--- config.mk ---
export PLATFORM = sky130hd
export DESIGN_NAME = icache_tag_ctrl_flat
export DESIGN_NICKNAME = d
export VERILOG_FILES = /design/src/rtl/icache_tag_ctrl_if.sv /design/src/rtl/icache_tag_ctrl.sv /design/src/flat_wrapper.sv
export SDC_FILE = /design/constraint.sdc
export NUM_CORES = 1
export LEC_CHECK = 0
export ABC_AREA = 1
export CAP_MARGIN = 10
export CORE_ASPECT_RATIO = 0.9
export CORE_MARGIN = 2
export CORE_UTILIZATION = 43
export DETAILED_ROUTE_END_ITERATION = 10
export HOLD_SLACK_MARGIN = 0.12
export PLACE_DENSITY = 0.93
export SKIP_LAST_GASP = 1
export SLEW_MARGIN = 25
export SYNTH_ARGS = -nofsm -noshare
export SYNTH_HDL_FRONTEND = slang
export SYNTH_SLANG_ARGS = --single-unit
--- constraint.sdc ---
create_clock -name clk -period 2.6 [get_ports clk]
set_clock_uncertainty 0.2 [all_clocks]
set_input_delay 0.39 -clock clk [delete_from_list [all_inputs] [get_ports clk]]
set_output_delay 0.39 -clock clk [all_outputs]
set_load 0.01 [all_outputs]
--- src/rtl/icache_tag_ctrl_if.sv ---
// Bundles the lookup, fill, flush and tag-RAM signals of the I-cache tag controller.
interface icache_tag_ctrl_if #(
  parameter int unsigned ADDR_W = 32,
  parameter int unsigned IDX_W  = 8,
  parameter int unsigned OFS_W  = 4
);
  localparam int unsigned TAG_W = ADDR_W - IDX_W - OFS_W;

  // Lookup request and response
  logic              lk_req;
  logic [ADDR_W-1:0] lk_addr;
  logic              lk_ready;
  logic              rsp_valid;
  logic              rsp_hit;
  logic [IDX_W-1:0]  rsp_idx;

  // Line-fill tag write request
  logic              fill_valid;
  logic [ADDR_W-1:0] fill_addr;
  logic              fill_ready;

  // Invalidate-all control
  logic              flush_req;
  logic              flush_busy;
  logic              flush_done;

  // Tag RAM ports
  logic              tag_wr_en;
  logic [IDX_W-1:0]  tag_wr_addr;
  logic [TAG_W:0]    tag_wr_data;
  logic [IDX_W-1:0]  tag_rd_addr;
  logic [TAG_W:0]    tag_rd_data;

  // Controller side
  modport slave (
    input  lk_req, lk_addr, fill_valid, fill_addr, flush_req, tag_rd_data,
    output lk_ready, rsp_valid, rsp_hit, rsp_idx, fill_ready,
           flush_busy, flush_done, tag_wr_en, tag_wr_addr, tag_wr_data, tag_rd_addr
  );

  // Fetch / refill / RAM side
  modport master (
    output lk_req, lk_addr, fill_valid, fill_addr, flush_req, tag_rd_data,
    input  lk_ready, rsp_valid, rsp_hit, rsp_idx, fill_ready,
           flush_busy, flush_done, tag_wr_en, tag_wr_addr, tag_wr_data, tag_rd_addr
  );
endinterface

--- src/rtl/icache_tag_ctrl.sv ---
// I-cache tag RAM sequencer: invalidation sweep, line-fill tag writes and
// pipelined tag lookups with read-during-write bypass.
module icache_tag_ctrl #(
  parameter int unsigned ADDR_W = 32,
  parameter int unsigned IDX_W  = 8,
  parameter int unsigned OFS_W  = 4
) (
  input logic              clk,
  input logic              rst,
  icache_tag_ctrl_if.slave bus
);
  localparam int unsigned TAG_W = ADDR_W - IDX_W - OFS_W;
  localparam int unsigned ENT_W = TAG_W + 1;

  localparam logic [0:0] SWEEP = 1'b0;
  localparam logic [0:0] RUN   = 1'b1;

  localparam logic [IDX_W-1:0] LAST_IDX = '1;

  // FSM and sweep counter
  logic [0:0]       state_q, state_d;
  logic [IDX_W-1:0] cnt_q, cnt_d;
  logic             done_q;

  // Lookup pipeline stage
  logic             rsp_valid_q;
  logic [IDX_W-1:0] rsp_idx_q;
  logic [TAG_W-1:0] rsp_tag_q;
  logic             byp_q;
  logic [ENT_W-1:0] byp_data_q;
  logic [IDX_W-1:0] rd_addr_q;

  // Combinational decode
  logic [IDX_W-1:0] lk_idx_c, fill_idx_c;
  logic [TAG_W-1:0] lk_tag_c, fill_tag_c;
  logic             run_c, sweep_c, lk_acc_c, fill_acc_c;
  logic             wr_en_c;
  logic [IDX_W-1:0] wr_addr_c;
  logic [ENT_W-1:0] wr_data_c;
  logic [ENT_W-1:0] entry_c;
  logic             rsp_valid_c;
  logic             unused_ofs;

  // Address split into index and tag fields
  assign lk_idx_c   = bus.lk_addr[OFS_W+IDX_W-1:OFS_W];
  assign lk_tag_c   = bus.lk_addr[ADDR_W-1:OFS_W+IDX_W];
  assign fill_idx_c = bus.fill_addr[OFS_W+IDX_W-1:OFS_W];
  assign fill_tag_c = bus.fill_addr[ADDR_W-1:OFS_W+IDX_W];
  assign unused_ofs = ^{bus.lk_addr[OFS_W-1:0], bus.fill_addr[OFS_W-1:0]};

  // Handshake qualification; reset blocks all acceptance
  assign run_c      = (state_q == RUN) && !rst;
  assign sweep_c    = (state_q == SWEEP) && !rst;
  assign lk_acc_c   = run_c && bus.lk_req;
  assign fill_acc_c = run_c && !bus.flush_req && bus.fill_valid;

  // Next-state logic and tag write-port mux
  always_comb begin
    state_d   = state_q;
    cnt_d     = cnt_q;
    wr_en_c   = 1'b0;
    wr_addr_c = cnt_q;
    wr_data_c = '0;
    case (state_q)
      SWEEP: begin
        cnt_d = cnt_q + IDX_W'(1);
        if (cnt_q == LAST_IDX) begin
          state_d = RUN;
        end
      end
      RUN: begin
        if (bus.flush_req) begin
          state_d = SWEEP;
          cnt_d   = '0;
        end
      end
      default: begin
        state_d = SWEEP;
        cnt_d   = '0;
      end
    endcase
    if (sweep_c) begin
      wr_en_c   = 1'b1;
      wr_addr_c = cnt_q;
      wr_data_c = '0;
    end else if (fill_acc_c) begin
      wr_en_c   = 1'b1;
      wr_addr_c = fill_idx_c;
      wr_data_c = {1'b1, fill_tag_c};
    end
  end

  // State, counter and response-control registers
  always_ff @(posedge clk) begin
    if (rst) begin
      state_q     <= SWEEP;
      cnt_q       <= '0;
      done_q      <= 1'b0;
      rsp_valid_q <= 1'b0;
      rsp_idx_q   <= '0;
      byp_q       <= 1'b0;
      rd_addr_q   <= '0;
    end else begin
      state_q     <= state_d;
      cnt_q       <= cnt_d;
      done_q      <= (state_q == SWEEP) && (cnt_q == LAST_IDX);
      rsp_valid_q <= lk_acc_c;
      if (lk_acc_c) begin
        rsp_idx_q <= lk_idx_c;
        rd_addr_q <= lk_idx_c;
        // RAM read-during-write is undefined, so remember the colliding write
        byp_q     <= wr_en_c && (wr_addr_c == lk_idx_c);
      end
    end
  end

  // Lookup datapath registers, qualified by rsp_valid_q and byp_q
  always_ff @(posedge clk) begin
    if (lk_acc_c) begin
      rsp_tag_q  <= lk_tag_c;
      byp_data_q <= wr_data_c;
    end
  end

  // Select bypassed write data over the RAM output on a same-index collision
  always_comb begin
    entry_c = bus.tag_rd_data;
    if (byp_q) begin
      entry_c = byp_data_q;
    end
  end

  assign rsp_valid_c = rsp_valid_q && !rst;

  assign bus.lk_ready    = run_c;
  assign bus.fill_ready  = run_c && !bus.flush_req;
  assign bus.flush_busy  = rst || (state_q == SWEEP);
  assign bus.flush_done  = done_q && !rst;
  assign bus.rsp_valid   = rsp_valid_c;
  assign bus.rsp_idx     = rst ? '0 : rsp_idx_q;
  assign bus.rsp_hit     = rsp_valid_c && entry_c[TAG_W] && (entry_c[TAG_W-1:0] == rsp_tag_q);
  assign bus.tag_wr_en   = wr_en_c;
  assign bus.tag_wr_addr = wr_addr_c;
  assign bus.tag_wr_data = wr_data_c;
  assign bus.tag_rd_addr = lk_acc_c ? lk_idx_c : rd_addr_q;

endmodule
--- src/flat_wrapper.sv ---
// flat-port wrapper written by rule: the top's interface ports become plain ports
module icache_tag_ctrl_flat 
#(
  parameter int unsigned ADDR_W = 32,
  parameter int unsigned IDX_W  = 8,
  parameter int unsigned OFS_W  = 4
)
  (clk, rst, bus_lk_req, bus_lk_addr, bus_fill_valid, bus_fill_addr, bus_flush_req, bus_tag_rd_data, bus_lk_ready, bus_rsp_valid, bus_rsp_hit, bus_rsp_idx, bus_fill_ready, bus_flush_busy, bus_flush_done, bus_tag_wr_en, bus_tag_wr_addr, bus_tag_wr_data, bus_tag_rd_addr);
  icache_tag_ctrl_if #(.ADDR_W(ADDR_W), .IDX_W(IDX_W), .OFS_W(OFS_W)) bus_i ();
  input logic clk;
  input logic rst;
  input wire logic [$bits(bus_i.lk_req)-1:0] bus_lk_req;
  input wire logic [$bits(bus_i.lk_addr)-1:0] bus_lk_addr;
  input wire logic [$bits(bus_i.fill_valid)-1:0] bus_fill_valid;
  input wire logic [$bits(bus_i.fill_addr)-1:0] bus_fill_addr;
  input wire logic [$bits(bus_i.flush_req)-1:0] bus_flush_req;
  input wire logic [$bits(bus_i.tag_rd_data)-1:0] bus_tag_rd_data;
  output wire logic [$bits(bus_i.lk_ready)-1:0] bus_lk_ready;
  output wire logic [$bits(bus_i.rsp_valid)-1:0] bus_rsp_valid;
  output wire logic [$bits(bus_i.rsp_hit)-1:0] bus_rsp_hit;
  output wire logic [$bits(bus_i.rsp_idx)-1:0] bus_rsp_idx;
  output wire logic [$bits(bus_i.fill_ready)-1:0] bus_fill_ready;
  output wire logic [$bits(bus_i.flush_busy)-1:0] bus_flush_busy;
  output wire logic [$bits(bus_i.flush_done)-1:0] bus_flush_done;
  output wire logic [$bits(bus_i.tag_wr_en)-1:0] bus_tag_wr_en;
  output wire logic [$bits(bus_i.tag_wr_addr)-1:0] bus_tag_wr_addr;
  output wire logic [$bits(bus_i.tag_wr_data)-1:0] bus_tag_wr_data;
  output wire logic [$bits(bus_i.tag_rd_addr)-1:0] bus_tag_rd_addr;
  assign bus_i.lk_req = bus_lk_req;
  assign bus_i.lk_addr = bus_lk_addr;
  assign bus_i.fill_valid = bus_fill_valid;
  assign bus_i.fill_addr = bus_fill_addr;
  assign bus_i.flush_req = bus_flush_req;
  assign bus_i.tag_rd_data = bus_tag_rd_data;
  assign bus_lk_ready = bus_i.lk_ready;
  assign bus_rsp_valid = bus_i.rsp_valid;
  assign bus_rsp_hit = bus_i.rsp_hit;
  assign bus_rsp_idx = bus_i.rsp_idx;
  assign bus_fill_ready = bus_i.fill_ready;
  assign bus_flush_busy = bus_i.flush_busy;
  assign bus_flush_done = bus_i.flush_done;
  assign bus_tag_wr_en = bus_i.tag_wr_en;
  assign bus_tag_wr_addr = bus_i.tag_wr_addr;
  assign bus_tag_wr_data = bus_i.tag_wr_data;
  assign bus_tag_rd_addr = bus_i.tag_rd_addr;
  icache_tag_ctrl #(.ADDR_W(ADDR_W), .IDX_W(IDX_W), .OFS_W(OFS_W)) u_core (.clk(clk), .rst(rst), .bus(bus_i));
endmodule
==> flow_summary.yaml, run 1 <==
status:
  status: "finished clean"
floorplanning:
  die_area_mm2: 0.00861
  rows: 30
  start_util_pct: 44.7
  io_pins: 142
  die_y_um: 88.2
  core_area_mm2: 0.00758
  dieWidth_um: 97.6
synth:
  synth_nets: 491
  synthAdderAreaFrac_pct: 0.369
  ys_seq_elements: 69
  synth_top_family_by_area: "simple AND/OR/NAND/NOR gates"
  netlist.area_leader.share_pct: 36.3
  ys_types: 36
  synth-xor-area-share_pct: 1.55
  synthArstFlopShare_pct: 0
  synth_compound_area_share_pct: 8.41
  synthFlopType: "edfxtp_1"
  yosys.area.top_type: "edfxtp_1"
  synth_edf_count: 41
  postSynthAreaPerCell_um2: 8.48
  yosysSeqAreaShare_pct: 52.8
  netlist_area_mm2: 0.00339
  ys_top_cells_by_area: "edfxtp_1 (36%), dfxtp_1 (17%), nand2_1 (10%)"
  yosys-mux-area-fraction_pct: 3.73
  yosys-top-cells-count: "nand2_1 (93), inv_1 (66), nor2_1 (53)"
  synth_simple_gate_area_share_pct: 23.2
  synth_warnings: 0
  synth.most_common_cell: "nand2_1"
  syn_inst: 400
power_and_ir_drop:
  cellInternalPower_uw: 1840
  swShare_pct: 20.8
  irDropWorstVdd_uv: 297
  p_total_uw: 2330
  power.static_leakage_uw: 0.00259
  clkPwrFrac_pct: 39.9
  switchingPower_uw: 484
  comb_power_share_pct: 10.3
  power.share.sequential_pct: 49.8
  p_per_area_mw_per_mm2: 424
sta:
  rsz0062_at_grt: "true"
  fmax_mhz: 388
  worst_pin_slew_ns: 0.403
  min_period_over_period_pct: 99.0
  setup_ws_ns: 0.0259
  holdWs_ns: 0.280
  maxSlewHeadroom_pct: 72.9
  setup_tns_ns: 0
  maxSlewViolCount: 0
  min_period_ns: 2.57
  finalSetupViolations: 0
  hold_violations: 0
finish:
  design_area_mm2: 0.00548
  area_growth_pct: 61.7
  fillerInstances: 550
  register_area_mm2: 0.00180
  nets: 688
  multiInputGateArea_mm2: 0.00129
  num_antenna_cells: 0
  post_route_cells_drive_above_1_share_pct: 17.8
grt:
  grt_use_total_pct: 24.5
  grt.busiest_layer: "met2"
  grt_max_degree: 25
  grt_use_met3_pct: 4.66
  use_met2_pct: 46.1
  grt_pass1_wl_mm: 16.6
  use_met1_pct: 28.3
  grt_pass1_vias: 3571
  gr-total-overflow: 0
  grt_antenna_before_repair: 0
job:
  drv_cap: 0
place:
  dp_hpwl_mm: 8.06
  place_area_mm2: 0.00522
  place_congestion: 0.889
  portBuffers: 133
  dp_slack_ns: -0.310
cts:
  ctsHtreeMaxLevel: 3
  clk_latency_ns: 0.34
  cts_tree: "built"
  cts_root_buffer: "clkbuf_8"
  hold_buffers: 0
  clockBufferDepth: 2
  numCtsBuffers: 9
  cts_sinks: 69
  clk_pin_slew_ns: 0.08
drt:
  detail-route-antenna-nets: 0
  vias: 3469
  drt_iter0_drc: 248
  wirelength_mm: 10.6
  wire_per_inst_um: 15.2
  viasPerCell: 4.97
  route.detailed.drc: 0
  drtPass1Iterations: 7
setup_path:
  path_max_fanout: 9
  start_kind: "flop"
  crit_required_ns: 2.01
  critPathCaptureType: "output port"
  worstPathArrival_ns: 1.98
  critical_path_class: "flop to output port"
worst_hold_path:
  hold_path_class: "flop to flop"
-- cell usage in the layout, fill, tap and decap left out, types with 3 or more instances in the layout --
cell type	Yosys	layout
xor2_1	6	6
nand2_2	5	6
mux2_2	5	5
clkbuf_8	0	9
a22o_1	4	4
nand3b_1	3	3
buf_6	2	3
nand4_1	6	6
nand3_1	15	15
o21ai_0	16	15
dfxtp_1	28	27
a21oi_1	14	14
nor2_2	0	5
clkdlybuf4s50_1	0	93
o22ai_1	7	7
edfxtp_1	41	41
mux2i_1	7	6
inv_1	66	64
buf_4	0	60
nor2_1	53	47
nand2_1	93	92
dlygate4sd2_1	0	37
-- what timing repair did --
action,4_1_cts,5_1_grt
setup buffers,4,2
pin swaps,1,1
cloned,1,0
resized for setup,48,10
setup endpoints to repair,40,7
-- worst max-delay path, cell delays in order, from the launching register on --
cell and delay (ns):
dfxtp_4 0.38, buf_4 0.17, mux2_2 0.35, nand2_1 0.05, o21ai_0 0.07, nor2_1 0.12
nand2_1 0.08, nor2_1 0.09, nand2_1 0.05, nor2_1 0.11, clkbuf_2 0.15
-- flip-flops by register name, indices dropped and copies added (netlist names) --
signal / cells
u_core.byp_data_q: 21
u_core.byp_q: 1
u_core.cnt_q: 8
u_core.done_q: 1
u_core.rd_addr_q: 8
u_core.rsp_idx_q: 8
u_core.rsp_tag_q: 20
u_core.rsp_valid_q: 1
u_core.state_q: 1
-- metal layers --
layer	vias to the layer above	part of all wire [%]
li1	1684	-
met1	1590	39
met2	173	52
met3	22	7.2
met4	0	2.2
met5	-	0
-- final timing paths --
path	start	end	slack, ns	cells after the start
worst min register to register	u_core.rd_addr_q[1]	u_core.rd_addr_q[1]	0.28	2
worst max-delay path	u_core.byp_q	bus_rsp_hit	0.03	10
worst max register to register	u_core.state_q	u_core.byp_q	0.66	12
worst min-delay path	u_core.rd_addr_q[1]	u_core.rd_addr_q[1]	0.28	2
-- power groups by stage --
stage | registers, uW | logic, uW | clock network, uW
3_5_place_dp | 1180 | 240 | 0
2_1_floorplan | 1180 | 68.6 | 0
6_report | 1160 | 241 | 929
3_3_place_gp | 1180 | 232 | 0
5_1_grt | 1160 | 259 | 990
4_1_cts | 1160 | 240 | 935
-- stage by stage --
stage               cells  utilization (%)
floorplan             400                -
global placement      675             68.8
detailed placement    675             68.8
CTS                   696             71.9
global route          698             72.3
finish                698             72.3
-- cell type report --
type / instances / share of cell area (%)
Sequential cell: 69 / 32.7
Inverter: 70 / 5.02
Clock buffer: 11 / 2.40
Tap cell: 96 / 2.19
Multi-Input combinational cell: 249 / 23.5
Clock inverter: 5 / 1.39
Timing Repair Buffer: 198 / 32.7
-- cell families after synthesis --
logic type      after synthesis
mux                          12
buf+inv                      82
xor+xnor                      6
flops                        69
compound gates               48
fa+ha+maj                     1
simple gates                182
No activity file was read; power rests on OpenSTA's default activity.
==> run 2, diff against run 1 <==
- MAX_ROUTING_LAYER: default -> met4
- SETUP_SLACK_MARGIN: default -> 0.05
==> run 2 against run 1 <==
The run now ends with negative setup slack left. Critical path type unchanged. Critical endpoint unchanged. Total power up 5.6%. Die area did not move. Combinational power is 6% higher. Clock-buffer cell count decreased by 1. Fmax fell by 4.4%. Sequential share of layout area is 1.7 points lower.
==> flow_summary.yaml, run 2 (same netlist as run 1, synthesis figures left out) <==
status:
  status: "finished with violations"
  violations: "negative setup slack"
cts:
  cts_tree: "built"
  clk_latency_ns: 0.36
  clockBufferDepth: 2
  numCtsBuffers: 9
  hold_buffers: 0
  ctsHtreeMaxLevel: 3
  clk_pin_slew_ns: 0.09
  cts_sinks: 69
  cts_root_buffer: "clkbuf_8"
place:
  portBuffers: 133
  dp_hpwl_mm: 7.90
  place_inst: 673
  place_congestion: 0.909
  place_area_mm2: 0.00524
drt:
  drtPass1Iterations: 6
  drt_iter0_drc: 308
  wirelength_mm: 12.4
  vias: 3702
  viasPerCell: 5.27
  detail-route-antenna-nets: 0
  route.detailed.drc: 0
  wire_per_inst_um: 17.6
floorplanning:
  core_area_mm2: 0.00758
  io_pins: 142
  start_util_pct: 44.7
  dieWidth_um: 97.6
  die_y_um: 88.2
  die_area_mm2: 0.00861
  rows: 30
sta:
  setup_tns_ns: -0.0929
  fmax_mhz: 371
  min_period_over_period_pct: 104
  finalSetupViolations: 1
  maxSlewHeadroom_pct: 74.3
  hold_violations: 0
  holdWs_ns: 0.285
  rsz0062_at_grt: "true"
  min_period_ns: 2.69
  setup_ws_ns: -0.0929
  maxSlewViolCount: 0
  worst_pin_slew_ns: 0.382
worst_hold_path:
  hold_path_class: "flop to flop"
finish:
  post_route_cells_drive_above_1_share_pct: 22.2
  num_antenna_cells: 0
  design_area_mm2: 0.00578
  area_growth_pct: 70.6
  largest_register: "u_core.byp_data_q"
  final_common_cell: "clkdlybuf4s50_1"
  instances_no_fill: 703
  top_regs: "u_core.byp_data_q: 21 flops, u_core.rsp_tag_q: 20 flops"
  nets: 693
  largest_reg_flops: 21
  final_cell_mix: "clkdlybuf4s50_1 (103), nand2_1 (88), inv_1 (63)"
job:
  drv_cap: 0
grt:
  gr-total-overflow: 0
  grt_pass1_wl_mm: 16.8
  grt_use_total_pct: 26.1
  grt_max_degree: 28
  grt_antenna_before_repair: 0
  grt_pass1_vias: 3588
power_and_ir_drop:
  p_per_area_mw_per_mm2: 425
  power.static_leakage_uw: 0.00285
  irDropWorstVdd_uv: 251
setup_path:
  critical_path_class: "flop to output port"
  crit_required_ns: 2.01
  worstPathArrival_ns: 2.10
  path_max_fanout: 7
  start_kind: "flop"
  critPathCaptureType: "output port"
run 2: critical path: stages (launching register included):
cell and delay (ns):
dfxtp_4 0.40, buf_12 0.15, buf_6 0.14, nand2_1 0.09, o21ai_0 0.14, xor2_1 0.18, nor2_1 0.15, nand2_1 0.07
nor2_1 0.09, nand2_1 0.08, nor2_2 0.12, buf_2 0.15
run 2: final cells by class:
class | count | area (um2)
Timing Repair Buffer | 203 | 1970
Fill cell | 449 | 1800
Sequential cell | 69 | 1800
Multi-Input combinational cell | 249 | 1390
Inverter | 70 | 275
Clock buffer | 10 | 138
Tap cell | 96 | 120
Clock inverter | 6 | 93.8
run 2: worst paths after layout:
check / from / end / slack [ns] / depth (start not counted)
worst min register to register: u_core.rd_addr_q[1] / u_core.rd_addr_q[1] / 0.28 / 2
worst max-delay path: u_core.byp_q / bus_rsp_hit / -0.09 / 11
worst max register to register: u_core.state_q / u_core.byp_q / 0.68 / 12
worst min-delay path: u_core.rd_addr_q[1] / u_core.rd_addr_q[1] / 0.28 / 2
run 2: where the power goes:
part	switching (uW)	internal [uW]	leakage, uW
Sequential	5.38	1150	0.000581
Combinational	96.3	159	0.00216
Clock	470	575	0.000113
Total	571	1890	0.00285
run 2: metrics by stage:
stage / util (%) / total power (uW) / setup slack, ns
CTS: 72.7 / 2420 / -0.0386
finish: 76.3 / 2460 / -0.0929
global route: 76.3 / 2530 / -0.181
floorplan: - / 1250 / 0.0680
global placement: 69.1 / 1410 / -0.258
detailed placement: 69.1 / 1420 / -0.330
run 2: what timing repair did:
action                                  in CTS  in global routing
setup buffers                                5                  7
pin swaps                                    2                 14
cloned                                       0                  2
gates resized for setup                     23                 66
endpoints found under the setup margin      42                 26
run 2: per-layer routing:
metal  track usage (%)  vias up  share of wire [%]
met2              48.3      236                 53
met4              9.22        0                3.1
met1              28.0     1719                 35
li1                  -     1694                  -
met3              5.69       53                8.9
met5                 -        -                  0
